## src/rtl/uart_cmd_parser.sv

```systemverilog
// Line parser for "R<addr hex><len hex><CR|LF>" read commands from uart_rx.
// Hands the decoded command to the flash read sequencer over valid/ready.
module uart_cmd_parser #(
    parameter int ADDR_W  = 24,
    parameter int LEN_W   = 8,
    parameter int TIMEOUT = 7_200_000
) (
    input  logic              clk,
    input  logic              rst,
    input  logic              rx_valid,
    input  logic [7:0]        rx_data,
    output logic              rx_read,
    output logic              cmd_valid,
    input  logic              cmd_ready,
    output logic [ADDR_W-1:0] cmd_addr,
    output logic [LEN_W-1:0]  cmd_len,
    output logic              err,
    output logic [1:0]        err_code,
    output logic              busy
);

    localparam int ADDR_D = ADDR_W / 4;
    localparam int LEN_D  = LEN_W / 4;
    localparam int MAX_D  = (ADDR_D > LEN_D) ? ADDR_D : LEN_D;
    localparam int DCNT_W = $clog2(MAX_D + 1);
    localparam int TO_W   = (TIMEOUT > 1) ? $clog2(TIMEOUT + 1) : 1;
    localparam logic [TO_W-1:0] TO_LAST = TO_W'((TIMEOUT > 0) ? TIMEOUT - 1 : 0);

    typedef enum logic [2:0] {IDLE, ADDR, LEN, TERM, OUT, ERR} state_t;

    state_t              state, state_n, cur;
    logic [DCNT_W-1:0]   dcnt, dcnt_n;
    logic [ADDR_W-1:0]   addr_n;
    logic [LEN_W-1:0]    len_n;
    logic                valid_n, err_n;
    logic [1:0]          code_n;
    logic [TO_W-1:0]     idle_cnt;
    logic                counting, timeout;
    logic                is_hex, is_term, is_r;
    logic [3:0]          nib;

    always_comb begin
        is_term = (rx_data == 8'h0D) || (rx_data == 8'h0A);
        is_r    = (rx_data == 8'h52) || (rx_data == 8'h72);
        is_hex  = 1'b1;
        nib     = 4'd0;
        if (rx_data >= 8'h30 && rx_data <= 8'h39)
            nib = rx_data[3:0];
        else if ((rx_data >= 8'h41 && rx_data <= 8'h46) ||
                 (rx_data >= 8'h61 && rx_data <= 8'h66))
            nib = rx_data[3:0] + 4'd9;
        else
            is_hex = 1'b0;
    end

    assign rx_read  = rx_valid && !rst && (state != OUT);
    assign busy     = (state != IDLE);
    assign counting = (state == ADDR) || (state == LEN) || (state == TERM);
    assign timeout  = (TIMEOUT != 0) && counting && (idle_cnt == TO_LAST);

    // A timeout drops the partial line; any byte arriving on that same edge
    // is then handled as the first byte seen in IDLE.
    always_comb begin
        cur     = timeout ? IDLE : state;
        state_n = cur;
        dcnt_n  = dcnt;
        addr_n  = cmd_addr;
        len_n   = cmd_len;
        valid_n = cmd_valid;
        err_n   = 1'b0;
        code_n  = err_code;
        case (cur)
            IDLE: if (rx_valid) begin
                if (is_r) begin
                    state_n = ADDR;
                    addr_n  = '0;
                    dcnt_n  = '0;
                end else if (!is_term) begin
                    state_n = ERR;
                    if (!timeout) begin
                        err_n  = 1'b1;
                        code_n = 2'd1;
                    end
                end
            end
            ADDR: if (rx_valid) begin
                if (is_hex) begin
                    addr_n = ADDR_W'({cmd_addr, nib});
                    if (dcnt == DCNT_W'(ADDR_D - 1)) begin
                        state_n = LEN;
                        dcnt_n  = '0;
                    end else begin
                        dcnt_n = dcnt + DCNT_W'(1);
                    end
                end else begin
                    state_n = ERR;
                    err_n   = 1'b1;
                    code_n  = 2'd1;
                end
            end
            LEN: if (rx_valid) begin
                if (is_hex) begin
                    len_n = LEN_W'({cmd_len, nib});
                    if (dcnt == DCNT_W'(LEN_D - 1)) begin
                        state_n = TERM;
                        dcnt_n  = '0;
                    end else begin
                        dcnt_n = dcnt + DCNT_W'(1);
                    end
                end else begin
                    state_n = ERR;
                    err_n   = 1'b1;
                    code_n  = 2'd1;
                end
            end
            TERM: if (rx_valid) begin
                if (is_term) begin
                    state_n = OUT;
                    valid_n = 1'b1;
                end else begin
                    state_n = ERR;
                    err_n   = 1'b1;
                    code_n  = 2'd1;
                end
            end
            OUT: if (cmd_ready) begin
                state_n = IDLE;
                valid_n = 1'b0;
            end
            ERR: if (rx_valid && is_term) state_n = IDLE;
            default: state_n = IDLE;
        endcase
        if (timeout) begin
            err_n  = 1'b1;
            code_n = 2'd2;
        end
    end

    always_ff @(posedge clk) begin
        if (rst) begin
            state     <= IDLE;
            dcnt      <= '0;
            cmd_addr  <= '0;
            cmd_len   <= '0;
            cmd_valid <= 1'b0;
            err       <= 1'b0;
            err_code  <= 2'd0;
        end else begin
            state     <= state_n;
            dcnt      <= dcnt_n;
            cmd_addr  <= addr_n;
            cmd_len   <= len_n;
            cmd_valid <= valid_n;
            err       <= err_n;
            err_code  <= code_n;
        end
    end

    always_ff @(posedge clk) begin
        if (rst || rx_read || !counting || timeout)
            idle_cnt <= '0;
        else
            idle_cnt <= idle_cnt + TO_W'(1);
    end

endmodule

```

## config.mk

```make
export PLATFORM = sky130hd
export DESIGN_NAME = uart_cmd_parser
export DESIGN_NICKNAME = d
export VERILOG_FILES = /design/src/rtl/uart_cmd_parser.sv
export SDC_FILE = /design/constraint.sdc
export NUM_CORES = 1
export LEC_CHECK = 0
export ABC_CLOCK_PERIOD_IN_PS = 2910
export BUFFER_PORTS_ARGS = -buffer_cell sky130_fd_sc_hd__buf_2
export CORE_ASPECT_RATIO = 0.8
export CORE_MARGIN = 2
export CORE_UTILIZATION = 40
export CTS_BUF_LIST = sky130_fd_sc_hd__clkbuf_4
export CTS_CLUSTER_DIAMETER = 200
export CTS_CLUSTER_SIZE = 14
export DETAILED_ROUTE_END_ITERATION = 8
export MAX_ROUTING_LAYER = met4
export PLACE_DENSITY = 0.66
export SYNTH_ARGS = -nofsm -noshare
export SYNTH_HDL_FRONTEND = slang
export SYNTH_SLANG_ARGS = --single-unit
```

## constraint.sdc

```tcl
create_clock -name clk -period 2.91 [get_ports clk]
set_input_delay 0.1455 -clock clk [delete_from_list [all_inputs] [get_ports clk]]
set_output_delay 0.1455 -clock clk [all_outputs]
set_load 0.01 [all_outputs]
```

# [Word level (Yosys, flattened, before mapping)]
# Cells that the tools add are included.
[word_totals] input_bits=12 register_bits=65 elab_cells=136 out_inout_bits=38
[op_classes] add_sub_neg=3 n_lt_le_gt_ge=6 reduce_logical=32 n_eq_ne=33 n_mux=53
[ops] op="24-bit two-way mux" n=4
[ops] op="3-bit two-way mux" n=21
[ops] op="24-bit one-hot mux with 2 select lines" n=1
[ops] op="23-bit by 1-bit adder with 23-bit output, second input constant" n=1
[ops] op="23-bit == test, second input constant" n=1
[ops] op="2-bit != test, second input constant" n=11
[ops] op="3-bit one-hot mux with 6 select lines" n=1
[ops] op="8-bit by 4-bit == test with 1-bit output, second input constant" n=2
[ops] op="8-bit by 7-bit == test with 1-bit output, second input constant" n=2
[ops] op="8-bit by 7-bit greater-or-equal comparator with 1-bit output, second input constant" n=2
[ops] op="8-bit by 7-bit <= comparator with 1-bit output, second input constant" n=2
[ops] op="3-bit != test, second input constant" n=5
[ops] op="2-bit two-way mux" n=7
[ops] op="1-bit two-way mux" n=13
[ops] op="3-bit by 2-bit == test with 1-bit output, second input constant" n=4
[ops] op="6-bit AND reduction" n=2
[ops] op="3-bit by 1-bit == test with 1-bit output, second input constant" n=3
[ops] op="3-bit == test, second input constant" n=3
[ops] op="3-bit one-hot mux with 3 select lines" n=1
[ops] op="3-bit nonzero test" n=3
[ops] op="8-bit by 6-bit greater-or-equal comparator with 1-bit output, second input constant" n=1
[ops] op="8-bit by 6-bit <= comparator with 1-bit output, second input constant" n=1
[ops] op="1-bit logical OR" n=8
[ops] op="4-bit two-way mux" n=2
[ops] op="17 further kinds" n=26

# [Depth between registers and ports, before layout]
# Gate-level depths: netlist of run 1.
[depth] word_depth=9 depth_mapped=11

# [Worst setup path after synthesis of run 1]
# Ideal clock, no wire load.
[synth_path] kind="register -> register" start="register idle_cnt[0]" end="register dcnt[2]" setup_ps=79 setup_slack_ps=609 path_buffers=2 arrival_time_ps=2222 path_stages_with_launch=10 required_time_ps=2831 period_less_slack_ps=2301 path_cell_list="dfxtp_1 > ha_1 > and3_1 > clkbuf_1 > and2_1 > clkbuf_1 > a31oi_1 > nand2_1 > or4b_2 > o211ai_1"
[synth_via] elab_chain_len=6 word_cells_on_any_way=15 cone_classes="eq/ne: 9; mux: 2; reduce/logical: 4"
[synth_rtl] item="start, declared" line="37" text="logic [TO_W-1:0] idle_cnt;"
[synth_rtl] item="start signal, assigned" line="163" text="idle_cnt <= idle_cnt + TO_W'(1);"
[synth_rtl] item="23-bit == test (*)" line="59" text="assign timeout = (TIMEOUT != 0) && counting && (idle_cnt == TO_LAST);"
[synth_rtl] item="1-bit logical AND (*)" line="59"
[synth_rtl] item="3-bit two-way mux (*)" line="64" text="cur = timeout ? IDLE : state;"
[synth_rtl] item="3-bit by 2-bit == test with 1-bit output, or another cell as far along" line="72" text="case (cur)"
[synth_rtl] item="2-bit != test (no line) / 3-bit nonzero test (equally long branches)"
[synth_rtl] item="7-bit AND reduction (no line)"
[synth_rtl] item="end signal, assigned" line="150" text="dcnt <= dcnt_n;"
[synth_rtl] item="end, declared" line="32" text="logic [DCNT_W-1:0] dcnt, dcnt_n;"
# Mark *: on every way between the ends. The rest lies on a longest branch, timed or not.
# A chain may end at the register's enable or synchronous reset.

# [Worst setup path after layout of run 1]
# Same ends and word-level chain as after synthesis.

==> results.sh, run 1 <==
export IMPL_fmax_mhz=408
export IMPL_hold_end="cmd_valid$_SDFFE_PP0P_"
export IMPL_placementRows=29
export IMPL_synth_top_cell_by_area="dfxtp_1"
export IMPL_synth_compound_area_share_pct=14.7
export IMPL_synth_cells=380
export IMPL_num_nets_final=444
export IMPL_critPathMaxFanout=6
export IMPL_drt_first_pass_iters=4
export IMPL_grt_overflow_total=0
export IMPL_core_area_um2=7800
export IMPL_ys_ff_latch=65
export IMPL_ant_nets=0
export IMPL_synthTopCellsByCount="65 x dfxtp_1, 46 x nor2_1, 39 x nand2_1"
export IMPL_synth_edff_count=0
export IMPL_grt_pass1_wl_um=12400
export IMPL_final_setup_tns_ns=0
export IMPL_cts_tree="yes"
export IMPL_slew_headroom_pct=63.7
export IMPL_initial_core_util_pct=40.7
export IMPL_grt_max_degree=27
export IMPL_area_growth_pct=15.1
export IMPL_reg2reg_depth=7
export IMPL_grt_use_total_pct=17.9
export IMPL_rsz0062_at_grt="false"
export IMPL_synthFlopType="dfxtp_1"
export IMPL_crit_start="idle_cnt[0]$_SDFF_PP0_"
export IMPL_post_cts_buffers=0
export IMPL_gp_congestion=0.897
export IMPL_crit_arrival_ns=2.81
export IMPL_first_global_vias=2519
export IMPL_hold_viol_final=0
export IMPL_via_per_inst=5.18
export IMPL_rr_endpoint="dcnt[2]$_SDFFE_PP0P_"
export IMPL_cap_violations=0
export IMPL_cts_buffer_depth=2
export IMPL_critPathCaptureType="flip-flop"
export IMPL_routed_wl_um=7220
export IMPL_synthSimpleGateAreaFrac_pct=27.5
export IMPL_ys_seq_area_share_pct=41.0
export IMPL_diodes=0
export IMPL_synthAdderAreaFrac_pct=3.08
export IMPL_cts_sinks=65
export IMPL_status="complete, no violations"
export IMPL_yosysUniqueCellTypes=55
export IMPL_cts_root_buf="clkbuf_4"
export IMPL_routedWlPerCell_um=13.4
export IMPL_cp_required_ns=3.27
export IMPL_layout_min_cycle_time_ns=2.45
export IMPL_die_width_um=104
export IMPL_cts_repair_resized=0
export IMPL_cts_clk_slew_worst_paths_ns=0.12
export IMPL_stdcell_count=538
export IMPL_ir_worst_vdd_v=0.000376
export IMPL_reg2reg_setup_slack_ns=0.46
export IMPL_hpwl_um=5120
export IMPL_ys_warn_count=0
export IMPL_die_h_um=83.7
export IMPL_clock_skew_ns=0.0173
export IMPL_drcViolationCount=0
export IMPL_async_flop_share_pct=0
export IMPL_setup_viol=0
export IMPL_htree_levels=3
export IMPL_via_count=2787
export IMPL_numPortBuffers=49
export IMPL_antenna_found_initial=0
export IMPL_yosys_area_top_type_share_pct=41.0
export IMPL_min_path_cells=4
export IMPL_min_from="cmd_ready"
export IMPL_synth_top_family_by_area="simple AND/OR/NAND/NOR gates"
export IMPL_ioPinCount=50
export IMPL_worst_skew_pair_late_latency_ns=0.43
export IMPL_dp_cells=522
export IMPL_timing_rr_start="idle_cnt[0]$_SDFF_PP0_"
export IMPL_drv_slew=0
export IMPL_worstMarginPinSlew_ns=0.538
export IMPL_multi_input_area_um2=1730
export IMPL_muxShareOfSynthArea_pct=2.60
export IMPL_die_area_um2=8670
export IMPL_critPathKind="reg2reg"
export IMPL_synth_fp_nets=399
export IMPL_synth_area_um2=3170
export IMPL_first_iter_violations=98
export IMPL_p_leak_nw=1.37
export IMPL_synthTopCellsByArea="dfxtp_1 41%, nor2_1 5.4%, nand3_1 5.2%, a21oi_1 4.9%, nand2_1 4.6%"
export IMPL_p_per_area_nw_per_um2=471
export IMPL_fillers=777
export IMPL_numCtsBuffers=9
export IMPL_final_seq_area_um2=1300
export IMPL_drive_above_1_share_pct=19.1
export IMPL_yosysMostFrequentCell="dfxtp_1"
export IMPL_syn_avg_cell_area_um2=8.35
export IMPL_critPathLaunchType="flip-flop"
export IMPL_hp_class="in2reg"
export IMPL_finalCritPeriodShare_pct=84.2
export IMPL_postCtsHoldBufs=0
export IMPL_synth_xor_area_share_pct=6.62
## metal layers
layer  global-route usage [%]  up-vias  routed length (µm)
met2                     24.3       71                2940
met4                     6.14        0                  87
met3                     4.84        8                 403
met5                        -        -                   0
met1                     25.7     1277                3780
li1                         -     1431                   -
## cell families after synthesis
family / Yosys count
xor+xnor: 24
simple gates: 171
mux: 8
buf+inv: 33
compound gates: 71
fa+ha+maj: 8
flops: 65
## cells in the final DEF (no fill, tap or decap), types with 7 or more instances in the layout
master and count:
a21oi_1 31, buf_2 49, buf_4 8, clkbuf_4 9
dfxtp_1 65, ha_1 7, inv_1 10, nand2_1 39
nand3_1 33, nor2_1 46, nor3_1 8, o21ai_0 7
xnor2_1 14, xor2_1 10
## layout make-up
type                            instances  area share, %
Inverter                               10           1.03
Clock buffer                            9           1.85
Timing Repair Buffer                   57           8.36
Sequential cell                        65           35.6
Tap cell                              108           3.70
Multi-Input combinational cell        282           47.3
Clock inverter                          7           2.09
## state kept, by name (all words and copies together), names as in the netlist
| register | flops |
|---|---|
| cmd_addr | 24 |
| cmd_len | 8 |
| cmd_valid | 1 |
| dcnt | 3 |
| err | 1 |
| err_code | 2 |
| idle_cnt | 23 |
| state | 3 |
## worst max-delay path, cell delays in order (launching register included)
cell	delay (ns)
dfxtp_1	0.35
ha_1	0.22
and3_1	0.25
and2_1	0.23
a31oi_1	0.37
nand2_1	0.17
or4b_2	0.63
o211ai_1	0.18
## report_power, final
part / internal, W / switching [W]
Sequential: 0.000898 / 0.0000102
Combinational: 0.0000604 / 0.000115
Clock: 0.000268 / 0.000367
Total: 0.00123 / 0.000492
## metrics by stage
stage	cell area, µm²	power (W)	hold WS, ns	utilization [%]	worst slack, ns
floorplan	3170	0.00105	0.362	-	0.609
global placement	3510	0.00110	0.437	45.0	0.563
detailed placement	3510	0.00110	0.447	45.0	0.472
CTS	3650	0.00173	0.0700	46.8	0.452
global route	3650	0.00180	0.161	46.8	0.280
finish	3650	0.00172	0.0877	46.8	0.461
## worst max-delay path by stage
stage / slack (ns) / to / depth (start not counted)
5_1_grt: 0.28 / dcnt[2]$_SDFFE_PP0P_ / 7
2_1_floorplan: 0.61 / dcnt[2]$_SDFFE_PP0P_ / 9
6_report: 0.46 / dcnt[2]$_SDFFE_PP0P_ / 7
3_5_place_dp: 0.47 / dcnt[2]$_SDFFE_PP0P_ / 7
4_1_cts: 0.45 / dcnt[2]$_SDFFE_PP0P_ / 7
3_3_place_gp: 0.56 / dcnt[2]$_SDFFE_PP0P_ / 7
Power figures use the tool's default switching activity.
==> run 2: changes to the inputs <==
- ABC_CLOCK_PERIOD_IN_PS: 2910 -> 2070
- PLACE_DENSITY: 0.66 -> 0.68
- clock period: 2.91 -> 2.07 ns (I/O delays scaled with it)
==> run 2 against run 1 <==
Wire length rose by 7.0%. Final cell count rose by 6.5%. Critical path type unchanged. Count of clock-buffer cells in the layout did not move. Via count is 7.2% higher. Critical endpoint is now cmd_addr[3]$_SDFFE_PP0P_. Register-to-register slack worse by 0.44 ns. Combinational power increased by 85%. Cell area increased by 10%. Global-route usage up 0.63 points. Non-clock buffer count up 37. Sequential cell count did not move. Worst setup slack got worse by 0.44 ns. Critical path depth fell by 1. Highest routed layer unchanged.
==> results.sh, run 2 (synthesized netlist as in run 1, its figures left out) <==
export IMPL_cts_clk_slew_worst_paths_ns=0.10
export IMPL_top_register="cmd_addr"
export IMPL_min_from="cmd_ready"
export IMPL_gp_congestion=0.888
export IMPL_first_iter_violations=250
export IMPL_power_total_w=0.00225
export IMPL_p_per_area_nw_per_um2=559
export IMPL_placementRows=29
export IMPL_numPortBuffers=49
export IMPL_cp_top_family="simple AND/OR/NAND/NOR gates"
export IMPL_clkPwrFrac_pct=29.0
export IMPL_finalCritPeriodShare_pct=98.9
export IMPL_final_setup_tns_ns=0
export IMPL_drive_above_1_share_pct=29.7
export IMPL_die_h_um=83.7
export IMPL_clock_skew_ns=0.00884
export IMPL_drcViolationCount=0
export IMPL_grt_use_total_pct=18.6
export IMPL_final_common_cell="dfxtp_1"
export IMPL_grt_pass1_wl_um=12900
export IMPL_critPathLaunchType="flip-flop"
export IMPL_crit_start="state[2]$_SDFF_PP0_"
export IMPL_crit_chain="nor4b_2 > and4_2 > a31oi_2 > o22a_2 > or4_1 > a21oi_1"
export IMPL_ioPinCount=50
export IMPL_timing_critical_path_buf_inv=0
export IMPL_postCtsHoldBufs=0
export IMPL_critPathCaptureType="flip-flop"
export IMPL_slew_headroom_pct=61.6
export IMPL_crit_arrival_ns=2.38
export IMPL_largest_reg_flops=24
export IMPL_initial_core_util_pct=40.7
export IMPL_fmax_mhz=489
export IMPL_worst_skew_pair_late_latency_ns=0.40
export IMPL_critPathKind="reg2reg"
export IMPL_hold_viol_final=0
export IMPL_final_cell_mix="61 x dfxtp_1, 50 x buf_2, 44 x nor2_1"
export IMPL_drv_slew=0
export IMPL_routedWlPerCell_um=13.5
export IMPL_reg_top3="cmd_addr: 24 flops, idle_cnt: 23 flops, cmd_len: 8 flops"
export IMPL_cp_required_ns=2.40
export IMPL_via_count=2989
export IMPL_die_width_um=104
export IMPL_cts_root_buf="clkbuf_4"
export IMPL_ir_worst_vdd_v=0.000334
export IMPL_core_area_um2=7800
export IMPL_cts_tree="yes"
export IMPL_drt_first_pass_iters=4
export IMPL_critPathMaxFanout=6
export IMPL_p_leak_nw=1.55
export IMPL_switching_share_pct=28.0
export IMPL_internal_power_w=0.00162
export IMPL_hp_class="in2reg"
export IMPL_hpwl_um=5630
export IMPL_htree_levels=3
export IMPL_grt_max_degree=32
export IMPL_crit_path_max_incr_delay_ns=0.42
export IMPL_fillers=759
export IMPL_via_per_inst=5.22
export IMPL_setup_viol=0
export IMPL_status="complete, no violations"
export IMPL_area_growth_pct=26.6
export IMPL_cts_sinks=65
export IMPL_switchingPower_w=0.000628
export IMPL_worstMarginPinSlew_ns=0.576
export IMPL_cp_slowest_cell="or4_1"
export IMPL_layout_min_cycle_time_ns=2.05
export IMPL_first_global_vias=2784
export IMPL_grt_overflow_total=0
export IMPL_seqPwrFrac_pct=56.6
export IMPL_numCtsBuffers=9
export IMPL_routed_wl_um=7720
export IMPL_antenna_found_initial=0
export IMPL_ant_nets=0
export IMPL_rsz0062_at_grt="true"
export IMPL_num_nets_final=481
export IMPL_timing_rr_start="state[2]$_SDFF_PP0_"
export IMPL_die_area_um2=8670
export IMPL_diodes=0
export IMPL_comb_power_share_pct=14.4
export IMPL_cap_violations=0
export IMPL_cts_buffer_depth=2
[run 2: cell types whose count changed in the layout (fill, tap and decap cells not counted), moves of 3 or more]
cell     change
dfxtp_2      +4
dfxtp_1      -4
buf_4       +33
inv_6        -3
buf_6        +3
[run 2: cell type report]
| cell class | instances | area [µm²] | share of cell area (%) |
|---|---|---|---|
| Clock inverter | 5 | 25.0 | 0.623 |
| Clock buffer | 9 | 67.6 | 1.68 |
| Sequential cell | 65 | 1310 | 32.5 |
| Timing Repair Buffer | 94 | 592 | 14.7 |
| Multi-Input combinational cell | 282 | 1850 | 46.2 |
| Tap cell | 108 | 135 | 3.36 |
| Inverter | 10 | 37.5 | 0.934 |
[run 2: metrics by stage]
step / area [µm²] / cells / util [%] / hold slack (ns) / setup WS (ns)
after detailed placement: 3810 / 557 / 48.8 / 0.439 / -0.167
after CTS: 3920 / 571 / 50.2 / 0.0627 / 0.0103
after global routing: 4020 / 573 / 51.5 / 0.0985 / -0.114
after global placement: 3810 / 557 / 48.8 / 0.438 / -0.0982
final: 4020 / 573 / 51.5 / 0.0807 / 0.0233
after floorplan: 3220 / 380 / - / 0.321 / 0.0128
[run 2: metal layers]
metal	track usage (%)	share of wire [%]	up-vias
li1	-	-	1505
met1	24.7	47	1411
met2	28.2	47	64
met3	5.00	4.5	9
met4	4.91	1.2	0
met5	-	0	-
[run 2: power groups by stage]
| stage | Sequential [W] | Clock (W) | Combinational (W) |
|---|---|---|---|
| after floorplan | 0.00130 | 0 | 0.000180 |
| after global placement | 0.00130 | 0 | 0.000299 |
| after detailed placement | 0.00130 | 0 | 0.000301 |
| after CTS | 0.00127 | 0.000677 | 0.000306 |
| after global routing | 0.00127 | 0.000739 | 0.000355 |
| final | 0.00127 | 0.000651 | 0.000324 |
[run 2: repair_timing]
action / in CTS / in global routing
gates resized for setup: 5 / 20
buffers inserted: 0 / 1
pin swaps: 0 / 13
gates cloned: 0 / 1
endpoints found under the hold margin: 0 / 0
setup endpoints to repair: 27 / 42
[run 2: worst paths after layout]
check,to,slack [ns],cells past startpoint
worst min-delay path,cmd_valid$_SDFFE_PP0P_,0.08,4
worst max register to register,cmd_addr[3]$_SDFFE_PP0P_,0.02,6
worst min register to register,cmd_addr[22]$_SDFFE_PP0P_,0.46,2
worst max-delay path,cmd_addr[3]$_SDFFE_PP0P_,0.02,6
[run 2: worst register-to-register path, cell delays in order, from the launching register on]
cell	delay [ns]
dfxtp_1	0.38
nor4b_2	0.26
and4_2	0.33
a31oi_2	0.17
o22a_2	0.29
or4_1	0.42
a21oi_1	0.15
==> run 3: changes to the inputs <==
- CTS_CLUSTER_DIAMETER: 200 -> 40
- REMOVE_ABC_BUFFERS: default -> 1
==> run 3 against run 2 <==
Critical endpoint is now dcnt[2]$_SDFFE_PP0P_. Die area unchanged. Via count about the same. Utilization increased by 0.95 points. Largest cell class unchanged. First-iteration DRC count decreased by 41%. Clock skew increased by 0.0061 ns. Clock power increased by 36%.
==> results.sh, run 3 (synthesized netlist as in run 1, its figures left out) <==
export IMPL_reg2reg_setup_slack_ns=0.02
export IMPL_p_leak_nw=1.60
export IMPL_placementRows=29
export IMPL_crit_chain="nor4b_4 > nand4_1 > buf_4 > o21bai_2 > o22ai_2 > or4b_1 > o211ai_1"
export IMPL_first_iter_violations=147
export IMPL_stdcell_count=580
export IMPL_routedWlPerCell_um=13.6
export IMPL_ant_nets=0
export IMPL_fmax_mhz=487
export IMPL_hold_viol_final=0
export IMPL_setup_viol=0
export IMPL_final_seq_area_um2=1310
export IMPL_initial_core_util_pct=40.7
export IMPL_drv_slew=0
export IMPL_critical_path_cell_count=7
export IMPL_cp_top_family="simple AND/OR/NAND/NOR gates"
export IMPL_p_per_area_nw_per_um2=605
export IMPL_drt_first_pass_iters=4
export IMPL_area_growth_pct=28.9
export IMPL_via_per_inst=5.15
export IMPL_grt_pass1_wl_um=13000
export IMPL_cp_slowest_cell="or4b_1"
export IMPL_worstMarginPinSlew_ns=0.341
export IMPL_hold_end="err_code[0]$_SDFFE_PP0P_"
export IMPL_rsz0062_at_grt="true"
export IMPL_drive_above_1_share_pct=30.7
export IMPL_cts_tree="yes"
export IMPL_routed_wl_um=7920
export IMPL_ioPinCount=50
export IMPL_via_count=2987
export IMPL_grt_max_degree=34
export IMPL_cts_root_buf="clkbuf_4"
export IMPL_finalCritPeriodShare_pct=99.2
export IMPL_numPortBuffers=49
export IMPL_cts_buffer_depth=2
export IMPL_crit_arrival_ns=2.39
export IMPL_multi_input_area_um2=1820
export IMPL_critPathCaptureType="flip-flop"
export IMPL_hp_class="in2reg"
export IMPL_htree_levels=3
export IMPL_crit_path_max_incr_delay_ns=0.51
export IMPL_worst_skew_pair_late_latency_ns=0.41
export IMPL_ir_worst_vdd_v=0.000252
export IMPL_first_global_vias=2728
export IMPL_diodes=0
export IMPL_grt_use_total_pct=18.8
export IMPL_hold_slack_ns=0.0631
export IMPL_reg_top3="cmd_addr: 24 flops, idle_cnt: 23 flops, cmd_len: 8 flops"
export IMPL_grt_overflow_total=0
export IMPL_timing_critical_path_buf_inv=1
export IMPL_critPathMaxFanout=3
export IMPL_fillers=729
export IMPL_antenna_found_initial=0
export IMPL_cts_sinks=65
export IMPL_final_setup_tns_ns=0
export IMPL_dp_cells=557
export IMPL_critPathLaunchType="flip-flop"
export IMPL_cap_violations=0
export IMPL_gp_congestion=0.938
export IMPL_status="complete, no violations"
export IMPL_die_width_um=104
export IMPL_die_h_um=83.7
export IMPL_postCtsHoldBufs=0
export IMPL_numCtsBuffers=9
export IMPL_num_nets_final=486
export IMPL_reg2reg_depth=7
export IMPL_slew_headroom_pct=76.9
export IMPL_critPathKind="reg2reg"
export IMPL_cp_required_ns=2.41
export IMPL_min_from="rst"
export IMPL_layout_min_cycle_time_ns=2.05
export IMPL_largest_reg_flops=24
export IMPL_final_cell_mix="60 x dfxtp_1, 49 x buf_2, 46 x nor2_1"
export IMPL_min_path_cells=2
export IMPL_drcViolationCount=0
export IMPL_core_area_um2=7800
export IMPL_hpwl_um=5510
export IMPL_final_common_cell="dfxtp_1"
export IMPL_cts_clk_slew_worst_paths_ns=0.13
export IMPL_top_register="cmd_addr"
export IMPL_rr_endpoint="dcnt[2]$_SDFFE_PP0P_"
export IMPL_timing_rr_start="idle_cnt[8]$_SDFF_PP0_"
export IMPL_die_area_um2=8670
export IMPL_clock_skew_ns=0.0149
==> run 3: cell types whose count changed in the layout (fill, tap and decap cells not counted), moves of 2 or more <==
cell      previous run  this run
inv_6                0         2
clkinv_1             2         0
nor2_1              44        46
clkinv_4             0         2
buf_4               41        45
==> run 3: repair_timing <==
action / 4_1_cts / 5_1_grt
gates resized for setup: 2 / 32
hold endpoints to repair: 0 / 0
buffers inserted: 0 / 7
pin swaps: 1 / 8
endpoints found under the setup margin: 28 / 36
==> run 3: per-stage QoR <==
stage / setup slack, ns / power [W] / utilization [%] / instance area [µm²]
3_5_place_dp: -0.0756 / 0.00160 / 48.3 / 3770
6_report: 0.0170 / 0.00248 / 52.4 / 4090
4_1_cts: -0.00948 / 0.00248 / 50.3 / 3920
3_3_place_gp: -0.000835 / 0.00159 / 48.3 / 3770
5_1_grt: -0.0668 / 0.00260 / 52.4 / 4090
2_1_floorplan: -0.747 / 0.00145 / - / 3070
==> run 3: how the worst max path moves through the flow <==
stage | from | endpoint | slack (ns)
2_1_floorplan | state[0]$_SDFF_PP0_ | dcnt[1]$_SDFFE_PP0P_ | -0.75
3_3_place_gp | state[2]$_SDFF_PP0_ | dcnt[2]$_SDFFE_PP0P_ | -0.0008
3_5_place_dp | state[2]$_SDFF_PP0_ | dcnt[2]$_SDFFE_PP0P_ | -0.08
4_1_cts | idle_cnt[0]$_SDFF_PP0_ | dcnt[2]$_SDFFE_PP0P_ | -0.009
5_1_grt | idle_cnt[8]$_SDFF_PP0_ | dcnt[2]$_SDFFE_PP0P_ | -0.07
6_report | idle_cnt[8]$_SDFF_PP0_ | dcnt[2]$_SDFFE_PP0P_ | 0.02
==> run 3: cell type report <==
type / instances / area share [%]
clock inverters: 7 / 1.90
repair buffers: 99 / 15.7
well taps: 108 / 3.30
flip-flops and latches: 65 / 32.0
multi-input cells: 282 / 44.6
inverters: 10 / 0.917
clock buffers: 9 / 1.65
==> run 3: routing by layer <==
layer	up-vias	GRT usage, %	wire (µm)
met5	-	-	0
met4	0	5.77	91
met3	8	3.90	326
met2	67	28.2	3620
met1	1404	25.5	3870
li1	1508	-	-
==> run 3: power breakdown <==
group	leakage, nW	internal, W	switching (W)
clock	0.0769	0.000378	0.000508
combinational	0.993	0.000129	0.000186
sequential	0.527	0.00126	0.0000127
total	1.60	0.00177	0.000707
